$ cat src/rtl/imem_arbiter.sv
// imem_arbiter: shares the dual-read-port instruction BRAM between fetch and the loader/debug port.
// Fetch has priority; a starvation limit and a lock mode guarantee the loader makes progress.
module imem_arbiter #(
  parameter int unsigned PC_W     = 32,
  parameter int unsigned INSTR_W  = 32,
  parameter int unsigned MAX_WAIT = 4,
  parameter int unsigned CNT_W    = 16
) (
  input  logic               clk,
  input  logic               reset,
  // fetch port
  input  logic               f_ren,
  input  logic [PC_W-1:0]    f_addr0,
  input  logic [PC_W-1:0]    f_addr1,
  output logic               f_gnt,
  output logic               f_rvalid,
  output logic [INSTR_W-1:0] f_rdata0,
  output logic [INSTR_W-1:0] f_rdata1,
  // loader / debug port
  input  logic               ld_req,
  input  logic               ld_we,
  input  logic               ld_lock,
  input  logic [PC_W-1:0]    ld_addr,
  input  logic [INSTR_W-1:0] ld_wdata,
  output logic               ld_gnt,
  output logic               ld_rvalid,
  output logic [INSTR_W-1:0] ld_rdata,
  // instruction memory
  output logic               mem_en,
  output logic               mem_we,
  output logic [PC_W-1:0]    mem_addr0,
  output logic [PC_W-1:0]    mem_addr1,
  output logic [INSTR_W-1:0] mem_wdata,
  input  logic [INSTR_W-1:0] mem_rdata0,
  input  logic [INSTR_W-1:0] mem_rdata1,
  // statistics
  output logic [CNT_W-1:0]   conflict_cnt
);

  localparam int unsigned       WAIT_W   = 4;
  localparam logic [WAIT_W-1:0] WAIT_MAX = WAIT_W'(MAX_WAIT);
  localparam logic [CNT_W-1:0]  CNT_SAT  = '1;

  typedef enum logic {
    ST_RUN  = 1'b0,
    ST_LOCK = 1'b1
  } state_e;

  typedef enum logic [1:0] {
    OWN_NONE   = 2'd0,
    OWN_FETCH  = 2'd1,
    OWN_LDREAD = 2'd2
  } own_e;

  state_e             state_q, state_d;
  own_e               own_q, own_d;
  logic [WAIT_W-1:0]  wait_cnt_q, wait_cnt_d;
  logic [CNT_W-1:0]   conflict_cnt_q, conflict_cnt_d;

  // State, counters and response owner; reset is synchronous and active-low.
  always_ff @(posedge clk) begin
    if (!reset) begin
      state_q        <= ST_RUN;
      own_q          <= OWN_NONE;
      wait_cnt_q     <= '0;
      conflict_cnt_q <= '0;
    end else begin
      state_q        <= state_d;
      own_q          <= own_d;
      wait_cnt_q     <= wait_cnt_d;
      conflict_cnt_q <= conflict_cnt_d;
    end
  end

  // Arbitration, next state and counter updates.
  always_comb begin
    f_gnt          = 1'b0;
    ld_gnt         = 1'b0;
    state_d        = state_q;
    own_d          = OWN_NONE;
    wait_cnt_d     = '0;
    conflict_cnt_d = conflict_cnt_q;

    if (reset) begin
      if (state_q == ST_LOCK) begin
        ld_gnt = ld_req;
      end else if (ld_req && (wait_cnt_q == WAIT_MAX)) begin
        ld_gnt = 1'b1;
      end else begin
        f_gnt  = f_ren;
        ld_gnt = ld_req & ~f_ren;
      end

      state_d = ld_lock ? ST_LOCK : ST_RUN;

      if (f_gnt) begin
        own_d = OWN_FETCH;
      end else if (ld_gnt && !ld_we) begin
        own_d = OWN_LDREAD;
      end

      // Starvation counter only runs while the loader is asking and losing.
      if (ld_req && !ld_gnt) begin
        wait_cnt_d = (wait_cnt_q == WAIT_MAX) ? wait_cnt_q : wait_cnt_q + WAIT_W'(1);
      end

      if (f_ren && !f_gnt && (conflict_cnt_q != CNT_SAT)) begin
        conflict_cnt_d = conflict_cnt_q + CNT_W'(1);
      end
    end
  end

  // Memory request mux; idle cycles drive zeros.
  always_comb begin
    mem_en    = 1'b0;
    mem_we    = 1'b0;
    mem_addr0 = '0;
    mem_addr1 = '0;
    mem_wdata = '0;
    if (f_gnt) begin
      mem_en    = 1'b1;
      mem_addr0 = f_addr0;
      mem_addr1 = f_addr1;
    end else if (ld_gnt) begin
      mem_en    = 1'b1;
      mem_we    = ld_we;
      mem_addr0 = ld_addr;
      mem_addr1 = ld_addr;
      mem_wdata = ld_wdata;
    end
  end

  // Read data is steered by the owner tag captured one cycle earlier.
  assign f_rvalid     = (own_q == OWN_FETCH);
  assign ld_rvalid    = (own_q == OWN_LDREAD);
  assign f_rdata0     = mem_rdata0;
  assign f_rdata1     = mem_rdata1;
  assign ld_rdata     = mem_rdata0;
  assign conflict_cnt = conflict_cnt_q;

endmodule

$ cat config.mk
export PLATFORM = sky130hd
export DESIGN_NAME = imem_arbiter
export DESIGN_NICKNAME = d
export VERILOG_FILES = /design/src/rtl/imem_arbiter.sv
export SDC_FILE = /design/constraint.sdc
export NUM_CORES = 1
export LEC_CHECK = 0
export CAP_MARGIN = 40
export CORE_AREA = 2 2 162 164
export CTS_CLUSTER_DIAMETER = 150
export DETAILED_ROUTE_END_ITERATION = 16
export DIE_AREA = 0 0 164 166
export GPL_ROUTABILITY_DRIVEN = 1
export GPL_TIMING_DRIVEN = 0
export PLACE_DENSITY = 0.47
export RECOVER_POWER = 50
export SETUP_SLACK_MARGIN = 0.3
export SLEW_MARGIN = 40
export SYNTH_ARGS = -nofsm -noshare
export SYNTH_HDL_FRONTEND = slang
export SYNTH_SLANG_ARGS = --single-unit
$ cat constraint.sdc
create_clock -name clk -period 2 [get_ports clk]
set_input_delay 0.3 -clock clk [delete_from_list [all_inputs] [get_ports clk]]
set_output_delay 0.3 -clock clk [all_outputs]
set_load 0.01 [all_outputs]
Word level (Yosys, flattened, before mapping) --
Cells that the tools add are included.
Storage, ports and cells: logic and storage cells 44, register bits 23, input bits 198
Cells by class: reduce and logical (&&, ||, !) cells 10, equality and inequality tests 4, add/sub/neg operators 2, bitwise logic cells 3, multiplexer cells 20
Operator list (number):
- 32-bit two-way mux | 5
- 16-bit by 1-bit adder with 16-bit output (second input constant) | 1
- 16-bit inequality test (second input constant) | 1
- 1-bit two-way mux | 14
- 1-bit logical AND | 5
- 4-bit by 1-bit adder with 4-bit output (second input constant) | 1
- 4-bit by 3-bit == test with 1-bit output (second input constant) | 1
- 1-bit zero test | 3
- 2-bit by 1-bit == test with 1-bit output (second input constant) | 1
- 2-bit == test (second input constant) | 1
- 2-bit two-way mux | 1
- 1-bit NOT | 2
- 2-bit AND reduction | 1
- 2-bit OR reduction | 1
- 1-bit AND | 1

Depth between registers and ports, before layout --
Gate-level depths: netlist (run 1).
word-level depth 8, mapped depth 8, depth with buffers taken out 7

Worst setup path before layout (run 1) --
OpenSTA, ideal clock, no wires.
path kind register to output, start point register wait_cnt_q[0], end point output mem_addr0[0], data arrival time 1.648 ns, path buffers 3, data required time 1.700 ns, slack 0.052 ns, cell stages (with the launch flop) 9, cell sequence dfxtp_1 inv_1 ha_1 and4b_1 buf_4 nor3_2 buf_2 buf_4 a22o_1
On the way: cells in the longest elaborated chain, start to end 8, elaborated cells between the ends (all ways) 12, classes of those cells eq/ne: 1; mux: 10; reduce/logical: 1
RTL lines:
- start, declared | RTL line 57 | logic [WAIT_W-1:0] wait_cnt_q, wait_cnt_d;
- start signal, assigned | RTL line 70 | wait_cnt_q <= wait_cnt_d;
- 4-bit by 3-bit == test with 1-bit output * | RTL line 87 | end else if (ld_req && (wait_cnt_q == WAIT_MAX)) begin
- 1-bit logical AND * | RTL line 87
- 1-bit two-way mux | RTL line 87
- 1-bit two-way mux | RTL line 85 | if (state_q == ST_LOCK) begin
- 1-bit two-way mux (2 in a row) | RTL line 84 | if (reset) begin
- 32-bit two-way mux | RTL line 124 | end else if (ld_gnt) begin
- 32-bit two-way mux * | RTL line 120 | if (f_gnt) begin
- end, declared | RTL line 31 | output logic [PC_W-1:0] mem_addr0,
Every way passes the cells marked *; elsewhere a longest branch is shown, timed or not. The select of a mux whose other input is x is not followed.

Final worst setup path (run 1) --
start point register wait_cnt_q[0], end point output mem_addr0[13]
Same word-level chain as after synthesis.

==> impl_metrics.ini, run 1 <==
[outcome]
outcome = complete, but fails checks
violations = negative setup slack

[yosys]
synth_area_per_cell_um2 = 8.13
muxShareOfSynthArea_pct = 1.09
synth_compound_area_share_pct = 23.4
synth_xor_area_share_pct = 3.83
syn_area_um2 = 2750
synth_top_family_by_area = buffers and inverters
ys_types = 36
synth-edff-count = 0
synth_fa_ha_area_share_pct = 1.37
ys_seq_area_share_pct = 16.8
async_flop_share_pct = 0
yosysWarnings = 0
synthSimpleGateAreaFrac_pct = 22.5
syn_inst = 338
synth_flop_cell = dfxtp_1
synth_fp_nets = 539
ys_seq_elements = 23

[global_route]
antenna_found_initial = 1
grt_max_degree = 15
grt_first_pass_wirelength_mm = 24.4
grt_pass1_vias = 3846
track_usage_pct = 11.6
grt_overflow = 0

[route]
routedWlPerCell_um = 15.7
ant_nets = 0
firstDrtPassIters = 4
wirelength_mm = 17.1
dr_total_vias = 3892
vias_per_cell = 3.58
drt_iter0_markers = 74
drc = 0

[sta]
worst_pin_slew_ns = 0.488
fin_ws_ns = -0.394
finalCriticalPeriod_ns = 2.39
rsz0062_at_grt = yes
hold_viol_final = 0
setup_viol = 99
slew_headroom_pct = 67.5
post-route-period-util_pct = 120
slew_viol_final = 0
max_freq_mhz = 418
fin_skew_ns = 0.00719

[clocking]
numCtsBuffers = 3
cts.sinks = 23
clockBufferDepth = 2
clk_pin_slew_ns = 0.07
htreeDepth = 1
clock_latency_ns = 0.26
cts_tree = yes
clock-root-buffer = clkbuf_16

[power_and_ir_drop]
power.total_mw = 2.22
powerDensity_nw_per_um2 = 293
vdd_ir_drop_max_v = 0.000260
p_leak_nw = 3.33

[setup_path]
r2r_cells = 11
rr_startpoint = wait_cnt_q[0]$_SDFFE_PN0P_
critPathMaxFanout = 6
cp-startpoint = wait_cnt_q[0]$_SDFFE_PN0P_
crit_required_ns = 1.70
rrSetupSlack_ns = 0.16
r2r_end = conflict_cnt[4]$_SDFFE_PN0P_
path_class = reg2out
startpoint_type = flip-flop
critPathArrivalTime_ns = 2.09
end_kind = primary output
cp-endpoint = mem_addr0[13]

[die]
coreArea_um2 = 25600
start_util_pct = 10.7
io-pin-count = 412
rows = 59
die_area_um2 = 27200
fp.dieH_um = 166
die-width_um = 164

[final_layout]
drive_gt1_share_pct = 45.1
nFillCells = 2759
final_core_util_pct = 29.5
multi_input_area_um2 = 1640
seq_area_um2 = 468
nets = 952
area_growth_pct = 175

[placed_design]
routabilityCongestion = 0.710
dp_hpwl_mm = 13.5
port_buffers = 347

[run]
drv_cap = 0

[worst_hold_path]
hp-class = reg2reg
==> cells in the final DEF, fill, tap and decap left out, drive strengths merged, types with 3 or more instances in the layout <==
cell	count
a22o	64
and2	35
buf	267
clkbuf	14
clkdlybuf4s50	177
dfxtp	23
dlygate4sd2	3
dlygate4sd3	67
ha	3
inv	5
mux2i	3
nand2	8
nand2b	4
nand3	10
nand4	5
nor2	18
nor3	9
nor4b	3
xnor2	9
xor2	3
==> worst min path at each step <==
stage	start	to	slack, ns	cells past startpoint
floorplan	ld_we	own_q[1]$_SDFF_PP0_	0.38	1
global placement	wait_cnt_q[0]$_SDFFE_PN0P_	wait_cnt_q[0]$_SDFFE_PN0P_	0.44	1
detailed placement	wait_cnt_q[0]$_SDFFE_PN0P_	wait_cnt_q[0]$_SDFFE_PN0P_	0.44	1
CTS	ld_req	own_q[1]$_SDFF_PP0_	0.51	3
global route	ld_req	own_q[1]$_SDFF_PP0_	0.54	3
finish	conflict_cnt[11]$_SDFFE_PN0P_	conflict_cnt[11]$_SDFFE_PN0P_	0.51	2
==> cell type report <==
| type | instances | share of cell area [%] |
|---|---|---|
| Antenna cell | 1 | 0.0331 |
| Buffer | 117 | 13.4 |
| Clock buffer | 3 | 0.992 |
| Clock inverter | 1 | 0.0992 |
| Inverter | 5 | 0.248 |
| Multi-Input combinational cell | 193 | 21.6 |
| Sequential cell | 23 | 6.18 |
| Tap cell | 335 | 5.54 |
| Timing Repair Buffer | 408 | 51.9 |
==> Yosys cell counts, types with 2 or more instances <==
library cell    n  area (µm²)
xor2_1          3        26.3
nor3_2          3        30.0
nand2b_1        4        25.0
a22o_1         64         561
xnor2_1         9        78.8
a21oi_1         2        10.0
nand2_1         8        30.0
nor3_1          6        30.0
nor4b_2         2        30.0
dfxtp_1        23         460
clkbuf_1        6        22.5
a31oi_1         2        12.5
nand4_1         5        31.3
buf_4         103         773
inv_1           5        18.8
nor2_1         17        63.8
buf_2           8        40.0
nor2b_1         2        12.5
mux2i_1         3        30.0
ha_1            3        37.5
nand3_1        10        50.1
and4_1          2        17.5
and2_1         35         219
==> registers in the layout, indices dropped and copies added, names as in the netlist <==
signal and flops:
conflict_cnt 16, wait_cnt_q 4, own_q 2, state_q 1
==> where the power goes <==
group	switching [mW]	internal, mW	total, mW
combinational	0.448	0.850	1.30
clock	0.179	0.271	0.450
sequential	0.00641	0.464	0.470
==> layer usage <==
metal  GRT usage (%)  wire length (µm)  part of all wire (%)  up-vias
li1                -                 -                     -     1929
met1            14.7              7050                    41     1784
met2            21.1              8660                    51      179
met3            2.22              1390                   8.1        0
met4           0.458                 0                     0        0
met5               0                 0                     0        -
==> worst max-delay path: stages (launching register included) <==
cell,delay [ns]
dfxtp_2,0.32
inv_2,0.07
ha_4,0.13
and4b_1,0.20
buf_6,0.11
nor3_4,0.03
buf_6,0.13
buf_8,0.13
buf_6,0.11
buf_8,0.12
buf_6,0.12
a22o_1,0.22
buf_2,0.14
==> metrics by stage <==
step / setup slack (ns) / setup TNS (ns) / hold slack (ns) / instances / area [µm²]
finish: -0.394 / -26.90 / 0.513 / 1086 / 7570
global route: -0.490 / -35.78 / 0.536 / 1086 / 7570
CTS: -0.415 / -30.40 / 0.509 / 1073 / 7280
detailed placement: -1.47 / -126.22 / 0.436 / 1020 / 6690
global placement: -1.43 / -124.31 / 0.436 / 1020 / 6690
floorplan: 0.264 / 0 / 0.379 / 338 / 2800
==> what timing repair did <==
item / in CTS / in global routing
resized for setup: 545 / 35
pin swaps: 38 / 33
cloned: 6 / 1
setup endpoints to repair: 110 / 117
buffers inserted: 43 / 11
hold buffers: 0 / 0
==> cell families after synthesis <==
family          count (synthesis)
compound gates                 73
xor+xnor                       12
fa+ha+maj                       3
buf+inv                       122
mux                             3
flops                          23
simple gates                  102
Note: power is estimated with default switching activity, not from simulation.
==> inputs of run 2 (changes only) <==
--- a/config.mk
+++ b/config.mk
@@ -11,10 +11,11 @@
 export DETAILED_ROUTE_END_ITERATION = 16
 export DIE_AREA = 0 0 164 166
 export GPL_ROUTABILITY_DRIVEN = 1
-export GPL_TIMING_DRIVEN = 0
+export GPL_TIMING_DRIVEN = 1
 export PLACE_DENSITY = 0.47
 export RECOVER_POWER = 50
 export SETUP_SLACK_MARGIN = 0.3
+export SKIP_CTS_REPAIR_TIMING = 1
 export SLEW_MARGIN = 40
 export SYNTH_ARGS = -nofsm -noshare
 export SYNTH_HDL_FRONTEND = slang
==> impl_metrics.ini, run 2 (synthesis results as in run 1) <==
[outcome]
outcome = complete, but fails checks
violations = negative setup slack

[die]
io-pin-count = 412
die-width_um = 164
rows = 59
coreArea_um2 = 25600
fp.dieH_um = 166
die_area_um2 = 27200
start_util_pct = 10.7

[global_route]
grt_first_pass_wirelength_mm = 16.4
grt_pass1_vias = 2932
grt_overflow = 0
antenna_found_initial = 0
track_usage_pct = 7.55
grt_max_degree = 67

[sta]
setup_viol = 92
fin_skew_ns = 0.00649
slew_headroom_pct = 78.1
slew_viol_final = 0
post-route-period-util_pct = 116
hold_viol_final = 0
finalCriticalPeriod_ns = 2.32
worst_pin_slew_ns = 0.325
rsz0062_at_grt = yes
max_freq_mhz = 432
fin_ws_ns = -0.315

[clocking]
numCtsBuffers = 3
cts.sinks = 23
htreeDepth = 1
clockBufferDepth = 2
clock_latency_ns = 0.26
cts_tree = yes
clock-root-buffer = clkbuf_16
clk_pin_slew_ns = 0.06

[route]
firstDrtPassIters = 4
routedWlPerCell_um = 16.0
wirelength_mm = 14.0
ant_nets = 0
vias_per_cell = 3.68
dr_total_vias = 3223
drc = 0
drt_iter0_markers = 85

[setup_path]
r2r_cells = 9
crit_required_ns = 1.70
crit_chain = inv_2, ha_4, and4b_2, nor3_4, buf_6, buf_12, buf_12, buf_6, a22o_1, buf_2
startpoint_type = flip-flop
path_buf_inv = 6
end_kind = primary output
cpPeakStageDelay_ns = 0.32
rrSetupSlack_ns = 0.21
path_class = reg2out
critPathMaxFanout = 7
critPathTopFamily = buffers and inverters
critPathArrivalTime_ns = 2.02
r2r_end = conflict_cnt[13]$_SDFFE_PN0P_
critPathSlowestCell = dfxtp_2
rr_startpoint = wait_cnt_q[1]$_SDFFE_PN0P_

[final_layout]
nFillCells = 2834
seq_area_um2 = 473
instances_no_fill = 876
drive_gt1_share_pct = 39.0
n_antenna_cell = 0
nets = 743
area_growth_pct = 102
mostFrequentLayoutCells = clkdlybuf4s50_1 (148), a22o_1 (64), buf_2 (62), buf_6 (36)
multi_input_area_um2 = 1580
design_area_um2 = 5560
final_common_cell = clkdlybuf4s50_1
largest_reg_flops = 16

[worst_hold_path]
min_path_cells = 3
hp-class = in2reg
hp-start = reset
hold_end = wait_cnt_q[1]$_SDFFE_PN0P_

[placed_design]
dp_hpwl_mm = 9.38
port_buffers = 251
dp_cells = 829
placed_area_um2 = 5100
routabilityCongestion = 0.713

[power_and_ir_drop]
powerDensity_nw_per_um2 = 318
power.total_mw = 1.77
p_leak_nw = 2.36
vdd_ir_drop_max_v = 0.000317

[run]
drv_cap = 0
==> run 2: cell type report <==
class	count	share of cell area, %
clock buffers	4	1.42
repair buffers	316	53.7
multi-input cells	193	28.5
well taps	335	7.54
inverters	5	0.338
flip-flops and latches	23	8.51
==> run 2: per-stage QoR <==
stage	TNS [ns]	setup WS [ns]	hold WS (ns)	util [%]
after floorplan	0	0.264	0.379	-
after global placement	-56.59	-0.689	0.503	19.9
after detailed placement	-56.96	-0.666	0.510	19.9
after CTS	-56.88	-0.662	0.520	20.2
after global routing	-25.34	-0.422	0.499	21.7
final	-16.30	-0.315	0.470	21.7
==> run 2: layer usage <==
metal,wire [µm],global-route usage [%],up-vias
li1,-,-,1519
met1,5750,9.10,1477
met2,6540,12.1,207
met3,1560,3.92,20
met4,148,1.30,0
met5,0,0,-
==> run 2: worst max path at each step <==
stage,start,endpoint,slack [ns],depth (start not counted)
2_1_floorplan,wait_cnt_q[0]$_SDFFE_PN0P_,mem_addr0[0],0.26,8
3_3_place_gp,f_ren,mem_addr1[28],-0.69,7
3_5_place_dp,f_ren,mem_addr1[28],-0.67,7
4_1_cts,f_ren,mem_addr1[28],-0.66,7
5_1_grt,wait_cnt_q[0]$_SDFFE_PN0P_,mem_addr0[31],-0.42,10
6_report,wait_cnt_q[0]$_SDFFE_PN0P_,mem_addr1[28],-0.32,10
==> run 2: worst register-to-register path: cells and delay by family, from the launching register on <==
| kind | cells | cell delay, ns |
|---|---|---|
| flip-flops | 1 | 0.34 |
| XOR/XNOR | 1 | 0.15 |
| adder cells (fa/ha/maj) | 1 | 0.17 |
| AND/OR/NAND/NOR | 3 | 0.38 |
| buffers and inverters | 3 | 0.36 |
| AO/OA/AOI/OAI | 1 | 0.30 |
==> run 2: power breakdown <==
| group | internal [mW] | switching, mW | total [mW] |
|---|---|---|---|
| Clock | 0.272 | 0.166 | 0.438 |
| Combinational | 0.548 | 0.314 | 0.862 |
| Sequential | 0.463 | 0.00353 | 0.466 |
==> inputs of run 3 (changes only) <==
--- a/config.mk
+++ b/config.mk
@@ -10,7 +10,7 @@
 export CTS_CLUSTER_DIAMETER = 150
 export DETAILED_ROUTE_END_ITERATION = 16
 export DIE_AREA = 0 0 164 166
-export GPL_ROUTABILITY_DRIVEN = 1
+export GPL_ROUTABILITY_DRIVEN = 0
 export GPL_TIMING_DRIVEN = 1
 export PLACE_DENSITY = 0.47
 export RECOVER_POWER = 50
==> results of run 3 <==
No change in the layout: final DEF, timing and power equal those of run 2.
==> edit: new RTL, flow settings as in run 3 <==
Re-encode `own_e` (3 values) as one-hot, 3 bits wide.
--- a/src/rtl/imem_arbiter.sv
+++ b/src/rtl/imem_arbiter.sv
@@ -46,10 +46,10 @@
     ST_LOCK = 1'b1
   } state_e;
 
-  typedef enum logic [1:0] {
-    OWN_NONE   = 2'd0,
-    OWN_FETCH  = 2'd1,
-    OWN_LDREAD = 2'd2
+  typedef enum logic [2:0] {
+    OWN_NONE   = 3'b001,
+    OWN_FETCH  = 3'b010,
+    OWN_LDREAD = 3'b100
   } own_e;
 
   state_e             state_q, state_d;
Behaviour: same outputs for any inputs over 4 cycles, from zero or initial values and one cycle with reset low; so few cycles prove little.
==> edit against run 3 <==
The flow still finishes with violations (negative setup slack); sequential cell count grew 1; routed wire length grew 8.3%; sequential power grew 4.9%; worst setup slack gained 0.055 ns; design area grew 3.9%; total power grew 3.6%; die area is the same; area after synthesis grew 3.4%.
==> edit: results (changes against run 3) <==
Run status
  • Status: finished, violations left
  • Failing checks: negative setup slack

Yosys
  • Multiplexer share of the synthesized area: 3.17% (+2.1 points)
  • Top post-synthesis cells by count: 97 x buf_4, 64 x a22o_1, 35 x and2_1
  • Syn_area_per_cell: 7.98 µm² (-1.9%)
  • Cell variety after synth: 39 (+8.3%)
  • Post-Synth XOR/XNOR Area: 0% (-3.8 points)
  • Sequential-to-total area share from yosys stat: 16.9% (+0.16 points)
  • Synth Warn #: 0 (unchanged)
  • Adder-Cell Fraction of Synth Area: 1.32% (-0.045 points)
  • Syn_nets: 557 (+3.3%)
  • Compound-Gate Fraction of Synth Area: 27.6% (+4.2 points)
  • Top post-synthesis cells by area: buf_4 26%, a22o_1 20%, dfxtp_1 17%

Placed design
  • Detailed placement HPWL: 11500 µm (+23%)
  • Placed Cells: 866 (+4.5%)
  • Placed Area: 5400 µm² (+5.7%)

Route
  • Post-Route WL: 15200 µm (+8.3%)
  • Detailed-route via count: 3374 (+4.7%)
  • 1st-iter DRT viols: 66 (-22%)
  • Vias per cell: 3.75 (+1.9%)

Worst setup path
  • Crit Path Max Fanout: 10 (+3)
  • Critical Path AT: 1.96 ns (-0.06 ns)

Global routing
  • Total track usage: 9.30% (+1.7 points)
  • First-pass GRT wire length: 19700 µm (+20%)
  • Largest net degree at the start of global routing: 24 (-64%)

Timing
  • Worst slew pin tran: 0.432 ns (+0.106 ns)
  • Setup violations, final: 96 (+4.3%)
  • Clk_skew: 0.00515 ns (-0.00134 ns)
  • Final worst setup slack: -0.260 ns (+0.0555 ns)
  • TNS Setup: -17.08 ns (-0.784 ns)

Finish
  • Nets: 767 (+3.2%)
  • Diode count: 0 (unchanged)
  • Share of cells above drive strength 1: 40.0% (+1.0 points)

Power and ir drop
  • Sw Share: 27.3% (-0.10 points)
  • Leak: 2.42 nW (+2.2%)
  • Maximum vdd drop: 274 µV (-14%)
## edit: path summary, 6_finish.rpt
| path | from | end | slack [ns] | cells past startpoint |
|---|---|---|---|---|
| worst min register to register | conflict_cnt[1]$_SDFFE_PN0P_ | conflict_cnt[1]$_SDFFE_PN0P_ | 0.51 | 2 |
| worst min-delay path | f_ren | own_q[1]$_SDFF_PN0_ | 0.42 | 3 |
| worst max-delay path | wait_cnt_q[1]$_SDFFE_PN0P_ | mem_addr0[31] | -0.26 | 10 |
| worst max register to register | wait_cnt_q[1]$_SDFFE_PN0P_ | conflict_cnt[15]$_SDFFE_PN0P_ | -0.06 | 9 |
## edit: metal layers
metal | track usage (%) | part of all wire [%] | up-vias
met4 | 2.40 | 1.8 | 0
met2 | 16.4 | 48 | 182
met5 | 0 | 0 | -
met1 | 9.94 | 39 | 1549
met3 | 4.27 | 12 | 27
li1 | - | - | 1616
## edit: cells by family (layout without fill, tap and decap cells)
kind of cell | Yosys count | count (layout)
buffers and inverters | 126 | 335
and+or+nand+nor | 100 | 100
AOI/OAI and AO/OA | 94 | 94
DFF | 24 | 24
muxes | 9 | 9
adders and majority gates | 3 | 3
## edit: power by group through the flow
stage / Sequential [mW] / Clock, mW / Combinational [mW]
after floorplan: 0.501 / 0 / 0.435
after global placement: 0.500 / 0 / 0.823
after detailed placement: 0.500 / 0 / 0.820
after CTS: 0.489 / 0.508 / 0.825
after global routing: 0.490 / 0.529 / 0.911
final: 0.489 / 0.493 / 0.849
## edit: layout make-up
cell class,instances,area [µm²]
Fill cell,2860,19800
Timing Repair Buffer,324,3040
Multi-Input combinational cell,206,1720
Sequential cell,24,483
Tap cell,335,419
Clock buffer,4,88.8
Inverter,7,26.3
